==> src/rtl/segway_pkg.sv <==
// Shared types and constants for the Segway rider-detect / steer-enable logic.
package segway_pkg;

  localparam int unsigned LD_W  = 12;
  localparam int unsigned SUM_W = 13;
  localparam int unsigned TMR_W = 26;

  localparam logic [LD_W-1:0] MIN_RIDER_WT_DFLT = 12'h200;
  localparam logic [LD_W-1:0] WT_HYST_DFLT      = 12'h040;

  localparam logic [TMR_W-1:0] TMR_FULL_FAST = 26'h000_7FFF;
  localparam logic [TMR_W-1:0] TMR_FULL_SLOW = 26'h3FF_FFFF;

  typedef enum logic [1:0] {
    IDLE  = 2'd0,
    WAIT  = 2'd1,
    STEER = 2'd2
  } steer_state_t;

endpackage

==> src/rtl/steer_tmr.sv <==
// Settle timer: counts balanced cycles in WAIT, saturating at the full value.
module steer_tmr
  import segway_pkg::*;
#(
  parameter bit FAST_SIM = 1'b0
) (
  input  logic clk,
  input  logic rst,
  input  logic clr,
  input  logic inc,
  output logic tmr_full
);

  localparam logic [TMR_W-1:0] TMR_FULL = FAST_SIM ? TMR_FULL_FAST : TMR_FULL_SLOW;

  logic [TMR_W-1:0] cnt_q;
  logic [TMR_W-1:0] cnt_d;

  assign tmr_full = (cnt_q == TMR_FULL);

  // Clear wins over increment; holding at full keeps the count from wrapping.
  always_comb begin
    cnt_d = cnt_q;
    if (clr) begin
      cnt_d = '0;
    end else if (inc && !tmr_full) begin
      cnt_d = cnt_q + TMR_W'(1);
    end
  end

  always_ff @(posedge clk) begin
    if (rst) begin
      cnt_q <= '0;
    end else begin
      cnt_q <= cnt_d;
    end
  end

endmodule

==> src/rtl/steer_en_fsm.sv <==
// Rider presence / balance FSM: enables steering after a settle time, flags step-off.
module steer_en_fsm
  import segway_pkg::*;
#(
  parameter logic [LD_W-1:0] MIN_RIDER_WT = MIN_RIDER_WT_DFLT,
  parameter logic [LD_W-1:0] WT_HYST      = WT_HYST_DFLT,
  parameter bit              FAST_SIM     = 1'b0
) (
  input  logic            clk,
  input  logic            rst,
  input  logic [LD_W-1:0] lft_ld,
  input  logic [LD_W-1:0] rght_ld,
  output logic            en_steer,
  output logic            rider_off
);

  localparam logic [LD_W-1:0] LOSS_WT = MIN_RIDER_WT - WT_HYST;

  steer_state_t state_q;
  steer_state_t state_d;

  logic [SUM_W-1:0] sum;
  logic [LD_W-1:0]  diff;
  logic             sum_gt_min;
  logic             sum_lt_min;
  logic             diff_gt_1_4;
  logic             diff_gt_15_16;

  logic tmr_clr;
  logic tmr_inc;
  logic tmr_full;
  logic lost;
  logic en_steer_d;
  logic rider_off_d;

  // Load-cell arithmetic, all zero-extended so nothing truncates.
  always_comb begin
    sum           = SUM_W'(lft_ld) + SUM_W'(rght_ld);
    diff          = (lft_ld >= rght_ld) ? (lft_ld - rght_ld) : (rght_ld - lft_ld);
    sum_gt_min    = sum > SUM_W'(MIN_RIDER_WT);
    sum_lt_min    = sum < SUM_W'(LOSS_WT);
    diff_gt_1_4   = 14'({diff, 2'b00}) > 14'(sum);
    diff_gt_15_16 = 17'({diff, 4'b0000}) > (17'(sum) * 17'd15);
  end

  steer_tmr #(
    .FAST_SIM(FAST_SIM)
  ) u_tmr (
    .clk     (clk),
    .rst     (rst),
    .clr     (tmr_clr),
    .inc     (tmr_inc),
    .tmr_full(tmr_full)
  );

  always_ff @(posedge clk) begin
    if (rst) begin
      state_q <= IDLE;
    end else begin
      state_q <= state_d;
    end
  end

  // Weight loss beats imbalance, imbalance beats timer expiry.
  always_comb begin
    state_d = state_q;
    tmr_clr = 1'b0;
    tmr_inc = 1'b0;
    lost    = 1'b0;
    unique case (state_q)
      IDLE: begin
        if (sum_gt_min) begin
          state_d = WAIT;
          tmr_clr = 1'b1;
        end
      end
      WAIT: begin
        if (sum_lt_min) begin
          state_d = IDLE;
          lost    = 1'b1;
        end else if (diff_gt_1_4) begin
          tmr_clr = 1'b1;
        end else if (tmr_full) begin
          state_d = STEER;
        end else begin
          tmr_inc = 1'b1;
        end
      end
      STEER: begin
        if (sum_lt_min) begin
          state_d = IDLE;
          lost    = 1'b1;
        end else if (diff_gt_15_16) begin
          state_d = WAIT;
          tmr_clr = 1'b1;
        end
      end
      default: begin
        state_d = IDLE;
      end
    endcase
  end

  always_comb begin
    en_steer_d  = (state_d == STEER);
    rider_off_d = lost;
  end

  // Outputs registered so en_steer tracks the state on the same edge.
  always_ff @(posedge clk) begin
    if (rst) begin
      en_steer  <= 1'b0;
      rider_off <= 1'b0;
    end else begin
      en_steer  <= en_steer_d;
      rider_off <= rider_off_d;
    end
  end

endmodule

==> config.mk <==
export PLATFORM = sky130hd
export DESIGN_NAME = steer_en_fsm
export DESIGN_NICKNAME = d
export VERILOG_FILES = /design/src/rtl/segway_pkg.sv /design/src/rtl/steer_tmr.sv /design/src/rtl/steer_en_fsm.sv
export SDC_FILE = /design/constraint.sdc
export NUM_CORES = 1
export LEC_CHECK = 0
export CAP_MARGIN = 40
export CORE_ASPECT_RATIO = 0.9
export CORE_MARGIN = 2
export CORE_UTILIZATION = 62
export DETAILED_ROUTE_END_ITERATION = 16
export PLACE_DENSITY = 0.86
export SLEW_MARGIN = 20
export SYNTH_ARGS = -nofsm -noshare
export SYNTH_HDL_FRONTEND = slang
export SYNTH_HIERARCHICAL = 1
export SYNTH_SLANG_ARGS = --single-unit
export TNS_END_PERCENT = 30
==> constraint.sdc <==
create_clock -name clk -period 11.1 [get_ports clk]
set_clock_uncertainty 0.2 [all_clocks]
set_input_delay 1.665 -clock clk [delete_from_list [all_inputs] [get_ports clk]]
set_output_delay 1.665 -clock clk [all_outputs]
set_load 0.02 [all_outputs]
==> impl_metrics.toml <==
[outcome]
status = "finished, final reports clean"

[worst_setup_path]
crit_type = "input pin to flip-flop"
r2r_end = "u_tmr/cnt_q[13]$_SDFFE_PP0P_"
worst-path-stages = 31
r2r-start = "u_tmr/cnt_q[0]$_SDFFE_PP0P_"
cp.buffers_inverters = 3
worstPathRequired_ns = 11.13
rr_worst_depth = 9
reg2reg_setup_slack_ns = 7.97
crit_path_end = "u_tmr/cnt_q[23]$_SDFFE_PP0P_"
crit_fanout = 23
worst_setup_path_start_kind = "input pin"
cp-end-kind = "flip-flop"
crit_start = "lft_ld[1]"
cpPeakStageDelay_ns = 0.60
arrival_ns = 9.67
cpMaxStageDelayCell = "a2111oi_0"
crit_family = "compound AO/OA/AOI/OAI gates"

[placement]
hpwlAfterDp_mm = 10.4
gp_congestion = 0.925
portBuffers = 27

[floorplan]
fp.dieH_um = 92.7
die-area_mm2 = 0.00951
die_x_um = 103
rows = 32
io-pin-count = 28
start_util_pct = 63.6
coreArea_mm2 = 0.00853

[global_route]
use_met2_pct = 48.6
grt_usage_pct = 27.6
grt_pass1_wl_mm = 21.5
met1_usage_pct = 35.6
grt_util_met3_pct = 2.79
grt_pass1_vias = 4806
grt_start_max_net_pins = 24
top_usage_layer = "met2"
antenna_found_initial = 0
grt_overflow = 0

[yosys]
async_reset_ff_share_pct = 0
yosysUniqueCellTypes = 81
ys_seq_elements = 30
synth_top_area_cell = "ha_1"
syn_area_per_cell_um2 = 7.92
yosysTopAreaCellShare_pct = 20.3
syn_inst = 684
synth_area_leaders = "ha_1 20%, dfxtp_1 11%, fa_1 5.9%"
synth_edf_count = 0
yosysSeqAreaShare_pct = 11.1
synth_fp_nets = 814
yosysWarnings = 6
synth_area_mm2 = 0.00542
yosys_most_used_dff = "dfxtp_1"

[clock_network]
post-cts-setup-buffers = 0
htree_levels = 2
cts_hold_buf = 0
cts_resized = 0
cts_buffer_depth = 2
clk_latency_ns = 0.29
numCtsBuffers = 5
cts_root_buffer = "clkbuf_8"
tritoncts = "done"
clock_sinks = 30
clkTransAtPathRegs_ns = 0.06

[timing]
tightest_slew_ns = 0.862
rsz0062_at_grt = "false"
finalSetupTns_ns = 0
max_freq_ghz = 0.104
slew_headroom_pct = 42.0
hold_violations = 0
period_share_pct = 86.9
finalSetupViolCount = 0
drv_slew = 0
finalCriticalPeriod_ns = 9.64

[cells_and_area]
regArea_um2 = 601
multiInputGateArea_mm2 = 0.00437
drive_gt1_share_pct = 5.02
antenna_cells = 0
filler_cell_count = 715
utilization_pct = 68.3
final_nets = 826
area_growth_pct = 7.48

[pwr]
netSwitchingFraction_pct = 50.5
p_sw_w = 0.000665
power_leakage_nw = 2.54
power.share.clock_pct = 7.0
peakVddDrop_v = 0.000153
p_per_area_mw_per_mm2 = 226
power_frac_comb_pct = 84.6
power.internal_w = 0.000652
sequentialPowerShare_pct = 8.4

[detailed_routing]
drtAntennaViolNets = 0
drt-initial-drc-count = 283
wirelength_mm = 12.6
vias = 5020
drc = 0
vias_per_cell = 6.15
wire_per_inst_um = 15.5
dr.pass1.iters = 5

[min_path]
min_path_type = "flip-flop to flip-flop"

[job]
cap_viol_max_count = 0
## layout by cell type (no fill, tap or decap), types with 9 or more instances in the layout
cell and instances:
clkdlybuf4s50_1 27, nor2_1 40, nand2_1 37, nand3_1 14, fa_1 16, a21oi_1 46, ha_1 88, o21bai_1 10
xnor2_1 35, xor2_1 11, nand4_1 12, dfxtp_1 30, nor3_1 9, or4_1 10, o21ai_0 31, a21o_1 10
inv_1 82
## registers in the layout, summed over array words and instances, names as in the netlist
name,count
u_tmr/cnt_q,26
state_q,2
rider_off,1
en_steer,1
## worst min-delay path: stages (launching register included)
cell     delay, ns
dfxtp_1       0.32
o31ai_1       0.06
a21oi_1       0.06
## metrics by stage
stage	std cells	power [W]	setup WS, ns	instance area, µm²	hold WS (ns)
final	816	0.00132	1.46	5830	0.281
after global routing	816	0.00147	0.961	5830	0.321
after CTS	816	0.00131	1.55	5830	0.279
after detailed placement	808	0.00121	1.26	5730	0.269
after global placement	807	0.00115	1.56	5720	0.257
after floorplan	684	0.000988	2.81	5420	0.248
## layer usage
layer	vias up	wire [µm]	part of all wire, %
met3	26	519	4.1
met4	0	268	2.1
met1	2361	5510	44
met2	137	6340	50
met5	-	0	0
li1	2496	-	-
## layout make-up
class                           count  share of cell area (%)
Multi-Input combinational cell    545                    75.1
Clock inverter                      2                   0.215
Timing Repair Buffer               30                    5.03
Tap cell                          119                    2.56
Sequential cell                    30                    10.3
Inverter                           84                    5.41
Clock buffer                        6                    1.42
## cells by family after synthesis
logic type	share of synthesized area (%)
and+or+nand+nor	20.4
muxes	1.22
DFF	11.1
AOI/OAI and AO/OA	23.8
adders and majority gates	27.2
xor gates and xnor gates	8.03
buffers and inverters	8.24
## power groups by stage
stage / Combinational [W] / Sequential (W) / Clock, W
final: 0.00111 / 0.000110 / 0.0000924
after global routing: 0.00126 / 0.000111 / 0.0000981
after CTS: 0.00110 / 0.000110 / 0.0000943
after detailed placement: 0.00110 / 0.000113 / 0
after global placement: 0.00103 / 0.000113 / 0
after floorplan: 0.000875 / 0.000113 / 0
## cell usage after synthesis, types with 8 or more instances
| cell type | number |
|---|---|
| nand2_1 | 37 |
| nor2_1 | 40 |
| and4_1 | 8 |
| clkbuf_1 | 11 |
| a21oi_1 | 46 |
| a211oi_1 | 8 |
| nand4_1 | 12 |
| dfxtp_1 | 30 |
| buf_2 | 9 |
| xnor2_1 | 35 |
| o21ai_0 | 31 |
| fa_1 | 16 |
| nand3_1 | 14 |
| o21bai_1 | 10 |
| nor3_1 | 9 |
| a21o_1 | 10 |
| or4_1 | 10 |
| inv_1 | 82 |
| xor2_1 | 11 |
| ha_1 | 88 |
## worst min path at each step
stage,slack (ns),end,cells past startpoint,from
after detailed placement,0.27,u_tmr/cnt_q[19]$_SDFFE_PP0P_,2,u_tmr/cnt_q[19]$_SDFFE_PP0P_
after floorplan,0.25,u_tmr/cnt_q[19]$_SDFFE_PP0P_,2,u_tmr/cnt_q[19]$_SDFFE_PP0P_
after global routing,0.32,u_tmr/cnt_q[19]$_SDFFE_PP0P_,2,u_tmr/cnt_q[19]$_SDFFE_PP0P_
final,0.28,u_tmr/cnt_q[19]$_SDFFE_PP0P_,2,u_tmr/cnt_q[19]$_SDFFE_PP0P_
after global placement,0.26,u_tmr/cnt_q[19]$_SDFFE_PP0P_,2,u_tmr/cnt_q[19]$_SDFFE_PP0P_
after CTS,0.28,u_tmr/cnt_q[19]$_SDFFE_PP0P_,2,u_tmr/cnt_q[19]$_SDFFE_PP0P_
No activity file was read; power rests on OpenSTA's default activity.
==> patch (config.mk and constraints unchanged) <==
Add an input register stage for `lft_ld` and `rght_ld`; this delays them by one clock.
--- a/src/rtl/steer_en_fsm.sv
+++ b/src/rtl/steer_en_fsm.sv
@@ -15,6 +15,14 @@
 );
 
   localparam logic [LD_W-1:0] LOSS_WT = MIN_RIDER_WT - WT_HYST;
+
+  logic [LD_W-1:0] lft_ld_q;
+  logic [LD_W-1:0] rght_ld_q;
+
+  always_ff @(posedge clk) begin
+    lft_ld_q  <= lft_ld;
+    rght_ld_q <= rght_ld;
+  end
 
   steer_state_t state_q;
   steer_state_t state_d;
@@ -35,8 +43,8 @@
 
   // Load-cell arithmetic, all zero-extended so nothing truncates.
   always_comb begin
-    sum           = SUM_W'(lft_ld) + SUM_W'(rght_ld);
-    diff          = (lft_ld >= rght_ld) ? (lft_ld - rght_ld) : (rght_ld - lft_ld);
+    sum           = SUM_W'(lft_ld_q) + SUM_W'(rght_ld_q);
+    diff          = (lft_ld_q >= rght_ld_q) ? (lft_ld_q - rght_ld_q) : (rght_ld_q - lft_ld_q);
     sum_gt_min    = sum > SUM_W'(MIN_RIDER_WT);
     sum_lt_min    = sum < SUM_W'(LOSS_WT);
     diff_gt_1_4   = 14'({diff, 2'b00}) > 14'(sum);
Function: changed (Yosys sat finds a counterexample within 4 cycles, from zero or initial values and one cycle with rst high).
==> patch against the unedited design <==
- routed wire length is 3.2% higher
- sequential cell count increased by 24
- worst setup slack better by 1.8 ns
- die area is 7.0% higher
- count of clock-buffer cells in the layout is the same
- design area grew 8.0%
- power rose by 18%
- clock power grew 53%
- area after synthesis up 7.3%
- sequential power increased by 86%
- sequential share of layout area rose by 6.9 points
- critical path type is now flip-flop to flip-flop
==> patch: results (changes against the unedited design) <==
* Wire per inst at 15.7 µm (was 15.5 µm)
* HPWL Detailed at 10.5 mm (was 10.4 mm)
* R2R cell count at 31 (was 9)
* Peak supply drop at 0.222 mV (was 0.153 mV)
* Iteration-0 DRC Markers at 428 (was 283)
* DP Worst Slack at 3.39 ns (was 1.26 ns)
* Largest regs: u_tmr/cnt_q: 26 flops, lft_ld_q: 12 flops, rght_ld_q: 12 flops (was u_tmr/cnt_q: 26 flops, state_q: 2 flops)
* Vias in the first global route at 4803 (was 4806)
* Final hold slack at 0.300 ns (was 0.281 ns)
* CP arrival at 7.92 ns (was 9.67 ns)
* Critical-path top delay cell: or4_1 (was a2111oi_0)
* Top cells by area, synth: ha_1, dfxtp_1, fa_1 (unchanged)
* First-pass GRT wire length at 22.0 mm (was 21.5 mm)
* Static leakage at 2.76 nW (was 2.54 nW)
* Cell area after placement at 6170 µm² (was 5730 µm²)
* CP max stage delay at 0.56 ns (was 0.60 ns)
* Cell count after synthesis at 692 (was 684)
* Clk_lat worst skew at 0.32 ns (was 0.29 ns)
* Final #Nets at 840 (was 826)
* R2R setup slack at 3.24 ns (was 7.97 ns)
* Via/cell ratio at 6.11 (was 6.15)
* Tot GR Track Use at 26.5% (was 27.6%)
* Diode count at 0 (unchanged)
* Placed cell count at 824 (was 808)
* Sequential area share after synthesis at 18.6% (was 11.1%)
* Number of distinct library cells after synthesis at 75 (was 81)
* Global placer's final weighted congestion at 0.965 (was 0.925)
* Fin cells at 833 (was 816)
* Post-CTS Setup Inserts at 0 (unchanged)
* WHS Endpoint: u_tmr/cnt_q[19] (unchanged)
* Share of layout cells above drive strength 1 at 5.20% (was 5.02%)
* Slew @ Worst Pin at 0.842 ns (was 0.862 ns)
* R2R Path End: u_tmr/cnt_q[23] (was u_tmr/cnt_q[13])
* Outcome: complete, no violations (unchanged)
* Clock-pin slew on the worst setup and hold paths at 0.10 ns (was 0.06 ns)
* Synth cell count leaders: ha_1, inv_1, dfxtp_1, a21oi_1, nor2_1 (was ha_1, inv_1, a21oi_1, nor2_1, nand2_1)
* Worst r2r src: lft_ld_q[2] (was u_tmr/cnt_q[0])
* Tcrit/Tclk final at 70.9% (was 86.9%)
-- patch: routing by layer --
layer / part of all wire [%] / GRT usage (%)
met1: 47 / 35.5
met2: 46 / 45.9
met3: 4.5 / 2.71
met4: 1.7 / 6.91
met5: 0 / 0
-- patch: report_power, final --
| group | switching [mW] | leakage [nW] | total [mW] | internal [mW] |
|---|---|---|---|---|
| sequential | 0.00547 | 0.444 | 0.205 | 0.200 |
| clock | 0.0671 | 0.0618 | 0.141 | 0.0743 |
| combinational | 0.689 | 2.26 | 1.20 | 0.513 |
-- patch: worst max-delay path by stage --
stage	from	cells past startpoint	to
6_report	lft_ld_q[2]	31	u_tmr/cnt_q[23]
5_1_grt	lft_ld_q[6]	30	u_tmr/cnt_q[23]
4_1_cts	lft_ld_q[2]	31	u_tmr/cnt_q[23]
3_5_place_dp	lft_ld_q[1]	32	u_tmr/cnt_q[23]
3_3_place_gp	lft_ld_q[1]	30	u_tmr/cnt_q[23]
2_1_floorplan	lft_ld_q[1]	32	u_tmr/cnt_q[0]
-- patch: critical path, delay by kind of cell, from the launching register on --
family | cells | cell delay (ns)
flops | 1 | 0.36
xor+xnor | 4 | 0.84
fa+ha+maj | 4 | 1.60
buf+inv | 3 | 0.50
compound gates | 15 | 2.72
simple gates | 5 | 1.56
-- patch: kinds of logic (layout without fill, tap and decap cells) --
logic type	after synthesis	in the layout	share of synthesized area [%]
multiplexers	9	9	1.61
AO/OA/AOI/OAI	172	172	20.7
flip-flops	54	54	18.6
adder cells (fa/ha/maj)	109	109	25.3
buffers and inverters	100	119	6.82
AND/OR/NAND/NOR	194	194	18.0
XOR/XNOR	54	54	8.92
-- patch: area by class of cell --
| class | instances | area, µm² |
|---|---|---|
| sequential | 54 | 1080 |
| clock inverter | 2 | 38.8 |
| inverter | 79 | 297 |
| timing repair buffer | 32 | 300 |
| fill | 748 | 2830 |
| clock buffer | 6 | 82.6 |
| multi-input combinational | 538 | 4340 |
| tap | 122 | 153 |
